### src/rtl/x_dl_stats.sv
// x_dl_stats: decodes delay-line thermometer snapshots into an edge position,
// flags bubbles, and gathers min/max/mean/bubble-count over a batch of
// 2^P_LOG2_N samples. Results leave as four bytes on a valid/accept handshake.
module x_dl_stats #(
    parameter int unsigned P_DL_W   = 32,
    parameter int unsigned P_LOG2_N = 4
) (
    input  logic              i_clk,
    input  logic              i_rst,
    input  logic              i_go,
    input  logic              i_sample,
    input  logic [P_DL_W-1:0] i_dl,
    output logic              o_busy,
    output logic              o_valid,
    input  logic              i_accept,
    output logic [7:0]        o_data
);

    // Edge position spans 0..P_DL_W inclusive.
    localparam int unsigned PosW  = $clog2(P_DL_W + 1);
    // A full batch of maximum positions fits without overflow.
    localparam int unsigned SumW  = PosW + P_LOG2_N;
    localparam int unsigned CntW  = (P_LOG2_N == 0) ? 1 : P_LOG2_N;
    localparam int unsigned NSamp = 1 << P_LOG2_N;
    localparam logic [CntW-1:0] LastCnt = CntW'(NSamp - 1);

    typedef enum logic [1:0] {
        StIdle,
        StAcc,
        StSend
    } state_e;

    state_e          state_q, state_d;
    logic            busy_q, busy_d;
    logic [7:0]      min_q, min_d;
    logic [7:0]      max_q, max_d;
    logic [SumW-1:0] sum_q, sum_d;
    logic [7:0]      bcnt_q, bcnt_d;
    logic [CntW-1:0] scnt_q, scnt_d;
    logic [1:0]      idx_q, idx_d;

    logic [PosW-1:0] pos_c;
    logic [7:0]      pos8_c;
    logic            bubble_c;
    logic            run_c;
    logic [7:0]      mean_c;

    // Thermometer decode: length of the run of ones from bit0, and any stray
    // one beyond the first zero.
    always_comb begin
        pos_c    = '0;
        bubble_c = 1'b0;
        run_c    = 1'b1;
        for (int i = 0; i < int'(P_DL_W); i++) begin
            if (run_c) begin
                if (i_dl[i]) begin
                    pos_c = PosW'(i + 1);
                end else begin
                    run_c = 1'b0;
                end
            end else if (i_dl[i]) begin
                bubble_c = 1'b1;
            end
        end
        pos8_c = 8'(pos_c);
    end

    // Batch control and accumulator next-state.
    always_comb begin
        state_d = state_q;
        min_d   = min_q;
        max_d   = max_q;
        sum_d   = sum_q;
        bcnt_d  = bcnt_q;
        scnt_d  = scnt_q;
        idx_d   = idx_q;

        case (state_q)
            StIdle: begin
                // Samples in IDLE, even alongside i_go, are not counted.
                if (i_go) begin
                    state_d = StAcc;
                    min_d   = 8'hFF;
                    max_d   = 8'h00;
                    sum_d   = '0;
                    bcnt_d  = 8'h00;
                    scnt_d  = '0;
                    idx_d   = 2'd0;
                end
            end
            StAcc: begin
                if (i_sample) begin
                    if (pos8_c < min_q) begin
                        min_d = pos8_c;
                    end
                    if (pos8_c > max_q) begin
                        max_d = pos8_c;
                    end
                    sum_d = sum_q + SumW'(pos_c);
                    if (bubble_c && (bcnt_q != 8'hFF)) begin
                        bcnt_d = bcnt_q + 8'd1;
                    end
                    scnt_d = scnt_q + CntW'(1);
                    if (scnt_q == LastCnt) begin
                        state_d = StSend;
                        idx_d   = 2'd0;
                    end
                end
            end
            StSend: begin
                if (i_accept) begin
                    idx_d = idx_q + 2'd1;
                    if (idx_q == 2'd3) begin
                        state_d = StIdle;
                    end
                end
            end
            default: begin
                state_d = StIdle;
            end
        endcase

        busy_d = (state_d != StIdle);
    end

    // State and accumulator registers; reset has priority over everything.
    always_ff @(posedge i_clk) begin
        if (i_rst) begin
            state_q <= StIdle;
            busy_q  <= 1'b0;
            min_q   <= 8'h00;
            max_q   <= 8'h00;
            sum_q   <= '0;
            bcnt_q  <= 8'h00;
            scnt_q  <= '0;
            idx_q   <= 2'd0;
        end else begin
            state_q <= state_d;
            busy_q  <= busy_d;
            min_q   <= min_d;
            max_q   <= max_d;
            sum_q   <= sum_d;
            bcnt_q  <= bcnt_d;
            scnt_q  <= scnt_d;
            idx_q   <= idx_d;
        end
    end

    // Result byte selection; the stream is quiet outside SEND.
    always_comb begin
        mean_c  = 8'(sum_q >> P_LOG2_N);
        o_valid = (state_q == StSend);
        o_busy  = busy_q;
        o_data  = 8'h00;
        if (state_q == StSend) begin
            case (idx_q)
                2'd0:    o_data = min_q;
                2'd1:    o_data = max_q;
                2'd2:    o_data = mean_c;
                default: o_data = bcnt_q;
            endcase
        end
    end

endmodule

### config.mk
export PLATFORM = sky130hd
export DESIGN_NAME = x_dl_stats
export DESIGN_NICKNAME = d
export VERILOG_FILES = /design/src/rtl/x_dl_stats.sv
export SDC_FILE = /design/constraint.sdc
export NUM_CORES = 1
export LEC_CHECK = 0
export BUFFER_PORTS_ARGS = -buffer_cell sky130_fd_sc_hd__buf_2
export CORE_ASPECT_RATIO = 1.1
export CORE_MARGIN = 5
export CORE_UTILIZATION = 47
export DETAILED_ROUTE_END_ITERATION = 8
export GPL_ROUTABILITY_DRIVEN = 1
export GPL_TIMING_DRIVEN = 0
export PLACE_DENSITY = 0.73
export SLEW_MARGIN = 0
export SYNTH_ARGS = -nofsm -noshare
export SYNTH_HDL_FRONTEND = slang
export SYNTH_SLANG_ARGS = --single-unit
### constraint.sdc
create_clock -name i_clk -period 6.3 [get_ports i_clk]
set_clock_uncertainty 0.15 [all_clocks]
set_input_delay 0.945 -clock i_clk [delete_from_list [all_inputs] [get_ports i_clk]]
set_output_delay 0.945 -clock i_clk [all_outputs]
set_load 0.005 [all_outputs]
== Word-level counts from Yosys, hierarchy flattened ==
Cells that the tools add are included.

* Output and inout bits: 10
* Word-level logic and storage cells: 254
* Bits in registers: 43

* $add $sub $neg: 4
* $lt $le $gt $ge: 2
* Equal/unequal tests: 14
* Reductions and logical operators: 11
* Multiplexer cells: 215

{| class="wikitable"
|+ Operators with widths
! kind !! number
|-
| 2-to-1 mux 6 bit || 60
|-
| 2-to-1 mux 1 bit || 123
|-
| 2-to-1 mux 8 bit || 9
|-
| one-hot mux 8 bit (2 select lines) || 3
|-
| one-hot mux 8 bit (3 select lines) || 1
|-
| 2-to-1 mux 2 bit || 11
|-
| 2-to-1 mux 10 bit || 2
|-
| one-hot mux 10 bit (2 select lines) || 1
|-
| inequality test 2 bit (second input constant) || 6
|-
| one-hot mux 2 bit (3 select lines) || 2
|-
| AND reduction 4 bit || 3
|-
| adder 10 x 6 -> 10 bit || 1
|-
| adder 8 x 1 -> 8 bit (second input constant) || 1
|-
| > comparator 6 x 8 -> 1 bit || 1
|-
| less-than comparator 6 x 8 -> 1 bit || 1
|-
| 2-to-1 mux 4 bit || 2
|-
| inequality test 8 bit (second input constant) || 1
|-
| one-hot mux 4 bit (2 select lines) || 1
|-
| equality test 2 bit (second input constant) || 3
|-
| AND reduction 5 bit || 1
|-
| adder 4 x 1 -> 4 bit (second input constant) || 1
|-
| equality test 2 x 1 -> 1 bit (second input constant) || 2
|-
| equality test 4 bit (second input constant) || 1
|-
| logical NOT 2 bit || 2
|-
| 6 further kinds || 7
|}

== Logic depth before layout (Yosys ltp) ==
* Depth after elaboration: 67
* Mapped depth: 15
* Depth with buffers taken out: 15

== Least setup slack after synthesis ==
Ideal clock, no wire load.

* Path type: in2reg
* From: input i_dl[8]
* To: register min_q[0]
* Arrival: 3.996 ns
* Path slack: 2.017 ns
* Library setup time: 0.137 ns
* Stages on the path: 12
* Path through: nand4_1 or4_4 or3_4 nor3_2 a211oi_1 ha_1 a21o_1 nand3_1 nand3_1 nor3_1 o31a_1 a221oi_2

* Longest elaborated chain between the ends: 51

{| class="wikitable"
|+ RTL lines
! what !! line !! RTL
|-
| from (decl) || 12 || <nowiki>input logic [P_DL_W-1:0] i_dl,</nowiki>
|-
| 2-to-1 mux 6 bit || 56 || <nowiki>if (i_dl[i]) begin</nowiki>
|-
| 2-to-1 mux 6 bit || 55 || <nowiki>if (run_c) begin</nowiki>
|-
| 2-to-1 mux 6 bit || 56 ||
|-
| 2-to-1 mux 6 bit || 55 ||
|-
| 2-to-1 mux 6 bit || 56 ||
|-
| 2-to-1 mux 6 bit || 55 ||
|-
| 2-to-1 mux 6 bit || 56 ||
|-
| 2-to-1 mux 6 bit || 55 ||
|-
| [... 35 more ...] || - ||
|-
| 2-to-1 mux 6 bit || 55 ||
|-
| 2-to-1 mux 6 bit || 56 ||
|-
| 2-to-1 mux 6 bit || 55 ||
|-
| 2-to-1 mux 6 bit || 56 ||
|-
| 2-to-1 mux 6 bit * || 55 ||
|-
| less-than comparator 6 x 8 -> 1 bit or 2-to-1 mux 8 bit (tied branches) || 93 || <nowiki>if (pos8_c < min_q) begin</nowiki>
|-
| inequality test 2 bit (no source line) or 2-to-1 mux 8 bit (tied branches) || - ||
|-
| AND reduction 4 bit (no source line) or one-hot mux 8 bit (2 select lines) (tied branches) || - ||
|-
| to (signal assigned) || 140 || <nowiki>min_q <= min_d;</nowiki>
|-
| to (decl) || 35 || <nowiki>logic [7:0] min_q, min_d;</nowiki>
|}

Every way passes the cells marked *; elsewhere a longest branch is shown, timed or not. The select of a mux whose other input is x is not followed.
A chain may end at the register's enable or synchronous reset.

== Worst setup path in the final report ==
* From: input i_dl[8]
* To: register min_q[5]

Same word-level chain as after synthesis.

==> results.toml <==
[status]
status = "finished clean"

[sta]
grt_setup_unrepaired = "no"
setup-tns-final_ns = 0
fmax_ghz = 0.2105
period_share_pct = 75.41
whs_ns = 0.3180
setup_viol_count_final = 0
worst_pin_slew_ns = 0.9270
finalCriticalPeriod_ns = 4.751
hold_violations = 0
finalMaxSlewViolations = 0
maxSlewHeadroom_pct = 37.83

[clock_network]
clock_latency_ns = 0.29
cts_resized = 0
cts-buffers-inserted = 5
cts_root_buf = "clkbuf_8"
numClockSinks = 40
ctsHtreeMaxLevel = 2
ctsHoldBuffers = 0
cts_tree = "done"
cts_buffer_depth = 2
clk_pin_slew_ns = 0.08
postCtsSetupRepairBufs = 0

[run]
cap_violations = 0

[power_and_ir_drop]
ir_worst_vdd_mv = 0.1425
powerDensity_nw_per_um2 = 150.6
power_leakage_nw = 1.377

[worst_setup_path]
r2r_start = "state_q[0]$_SDFF_PP0_"
cp.required_ns = 6.29
critPathMaxFanout = 8
end_kind = "flop"
startpoint = "i_dl[8]"
startpoint_type = "input pin"
path_class = "input pin to flop"
arrival_ns = 4.75

[floorplan]
die_area_um2 = 8625
die_x_um = 89.01
core_area_um2 = 6633
rows = 31
io_pins = 47
start_util_pct = 48.65
die_h_um = 96.91

[synthesis]
syn_avg_cell_area_um2 = 7.813
seq_area_frac_synth_pct = 24.82
synthCells = 413
synth_edf_count = 0
synth_compound_area_share_pct = 28.65
synthesis.nets = 474
syn_area_um2 = 3227
synth_mux_area_share_pct = 0.3102
yosys_warnings = 0
synth_top_family_by_area = "compound AO/OA/AOI/OAI gates"
synth-xor-area-share_pct = 1.629
yosys_most_used_dff = "dfxtp_1"
ys_ff_latch = 40
synthSimpleGateAreaFrac_pct = 28.62
ys_async_sr_fraction_pct = 0
yosys.area_share.adder_pct = 9.539
synth_cell_types = 67

[final_layout]
design_area_um2 = 3632
nNetsFinal = 526
drive_above_1_share_pct = 21.08
utilization_pct = 54.76
syn_to_final_growth_pct = 12.56
antenna_cells = 0
n_fill_cell = 657

[route]
drt-initial-drc-count = 237
post_drt_wl_per_cell_um = 15.73
drt-vias-per-instance = 6.069
vias = 3320
antenna_left = 0
drc = 0
first_pass_iters = 7
wl_mm = 8.602

[global_routing]
first_global_vias = 3066
grt_usage_pct = 20.05
grt_pass1_wl_mm = 14.23
grt_max_degree = 12
antenna_found_initial = 0
gr-total-overflow = 0

[place]
place_congestion = 0.8914
port_buffers = 45
place_area_um2 = 3555
place_hpwl_mm = 6.775

[min_path]
hold_path.class = "flop to flop"
hold_path.startpoint = "sum_q[0]$_SDFFE_PP0P_"
## cells in the mapped netlist, types with 3 or more instances
cell type	instances	area (µm²)
a2111oi_0	4	35.03
or2_2	4	25.02
a22oi_1	4	30.03
or4_1	3	22.52
dfxtp_1	40	800.8
nand4_1	12	75.07
o21a_1	5	37.54
xnor2_1	4	35.03
o21ai_0	13	65.06
a21oi_1	41	205.2
nor4_1	6	37.54
nand2_1	31	116.4
o21ai_2	7	61.31
a221oi_2	6	90.09
clkbuf_1	6	22.52
o22ai_1	3	18.77
nor2_1	42	157.7
a211oi_1	3	22.52
nand2b_1	4	25.02
nand3b_1	3	22.52
or3_1	6	37.54
a21o_1	3	22.52
a222oi_1	6	60.06
nor2b_1	7	43.79
inv_1	38	142.6
or3_2	3	22.52
nand3_1	26	130.1
a21oi_2	7	61.31
nor3_1	4	20.02
ha_1	23	287.8
and3_1	4	25.02
## layer usage
layer / global-route usage, % / vias up / wire length, µm
li1: - / 1637 / -
met1: 26.50 / 1572 / 3788
met2: 33.03 / 97 / 4114
met4: 5.498 / 0 / 178
met5: 0 / - / 0
met3: 3.568 / 14 / 519
## area by class of cell
class	instances	area [µm²]	area share, %
Buffer	10	57.56	1.585
Clock buffer	6	72.57	1.998
Clock inverter	1	5.005	0.1378
Inverter	40	150.1	4.134
Multi-Input combinational cell	323	2218	61.07
Sequential cell	40	800.8	22.05
Tap cell	82	102.6	2.825
Timing Repair Buffer	45	225.2	6.200
## cells in the final DEF (no fill, tap or decap), types with 4 or more instances in the layout
| cell type | Yosys | layout |
|---|---|---|
| o21a_1 | 5 | 5 |
| nor2_1 | 42 | 42 |
| xnor2_1 | 4 | 4 |
| buf_2 | 1 | 46 |
| nand2b_1 | 4 | 4 |
| a221oi_2 | 6 | 6 |
| a2111oi_0 | 4 | 4 |
| nor3_1 | 4 | 4 |
| or3_1 | 6 | 6 |
| a21oi_2 | 7 | 7 |
| dfxtp_1 | 40 | 40 |
| inv_1 | 38 | 38 |
| and3_1 | 4 | 4 |
| nand4_1 | 12 | 12 |
| clkbuf_1 | 6 | 7 |
| o21ai_2 | 7 | 7 |
| nor2b_1 | 7 | 7 |
| nand2_1 | 31 | 31 |
| o21ai_0 | 13 | 13 |
| a21oi_1 | 41 | 41 |
| clkbuf_8 | 0 | 5 |
| or2_2 | 4 | 4 |
| a22oi_1 | 4 | 4 |
| ha_1 | 23 | 23 |
| nand3_1 | 26 | 26 |
| nor4_1 | 6 | 6 |
| a222oi_1 | 6 | 6 |
## kinds of logic (layout without fill, tap and decap cells)
group | count (synthesis) | count (layout)
XOR/XNOR | 6 | 6
adder cells (fa/ha/maj) | 24 | 24
buffers and inverters | 50 | 102
flip-flops | 40 | 40
AO/OA/AOI/OAI | 122 | 122
multiplexers | 1 | 1
AND/OR/NAND/NOR | 170 | 170
## sequential cells by signal, indices dropped and copies added, names as in the netlist
register,count
state_q,2
bcnt_q,8
idx_q,2
o_busy,1
sum_q,10
max_q,6
scnt_q,4
min_q,7
## through the flow
| step | cells | total power, mW | setup slack, ns |
|---|---|---|---|
| after floorplan | 413 | 0.3447 | 2.017 |
| after global placement | 540 | 0.3855 | 1.339 |
| after detailed placement | 540 | 0.3887 | 1.284 |
| after CTS | 547 | 0.5463 | 1.585 |
| after global routing | 547 | 0.5726 | 1.274 |
| final | 547 | 0.5469 | 1.549 |
## path summary, 6_finish.rpt
check	to	slack (ns)	cells after the start
setup / recovery	min_q[5]$_SDFFE_PP0P_	1.55	13
hold / removal	sum_q[0]$_SDFFE_PP0P_	0.32	2
setup reg to reg	bcnt_q[6]$_SDFFE_PP0P_	3.72	7
hold reg to reg	sum_q[0]$_SDFFE_PP0P_	0.32	2
## where the power goes
group / internal [mW] / switching [mW] / total [mW]
logic: 0.0444 / 0.0734 / 0.118
clock network: 0.0754 / 0.0872 / 0.163
registers: 0.260 / 0.00671 / 0.266
## worst max-delay path, cell delays in order
cell and delay [ns]:
buf_2 0.13, nand4_1 0.24, or4_4 0.58, or3_4 0.42, nor3_2 0.51, a211oi_1 0.29, ha_1 0.37, a21o_1 0.18
nand3_1 0.10, nand3_1 0.10, nor3_1 0.35, o31a_1 0.42, a221oi_2 0.10
(Power assumes the default switching activity.)
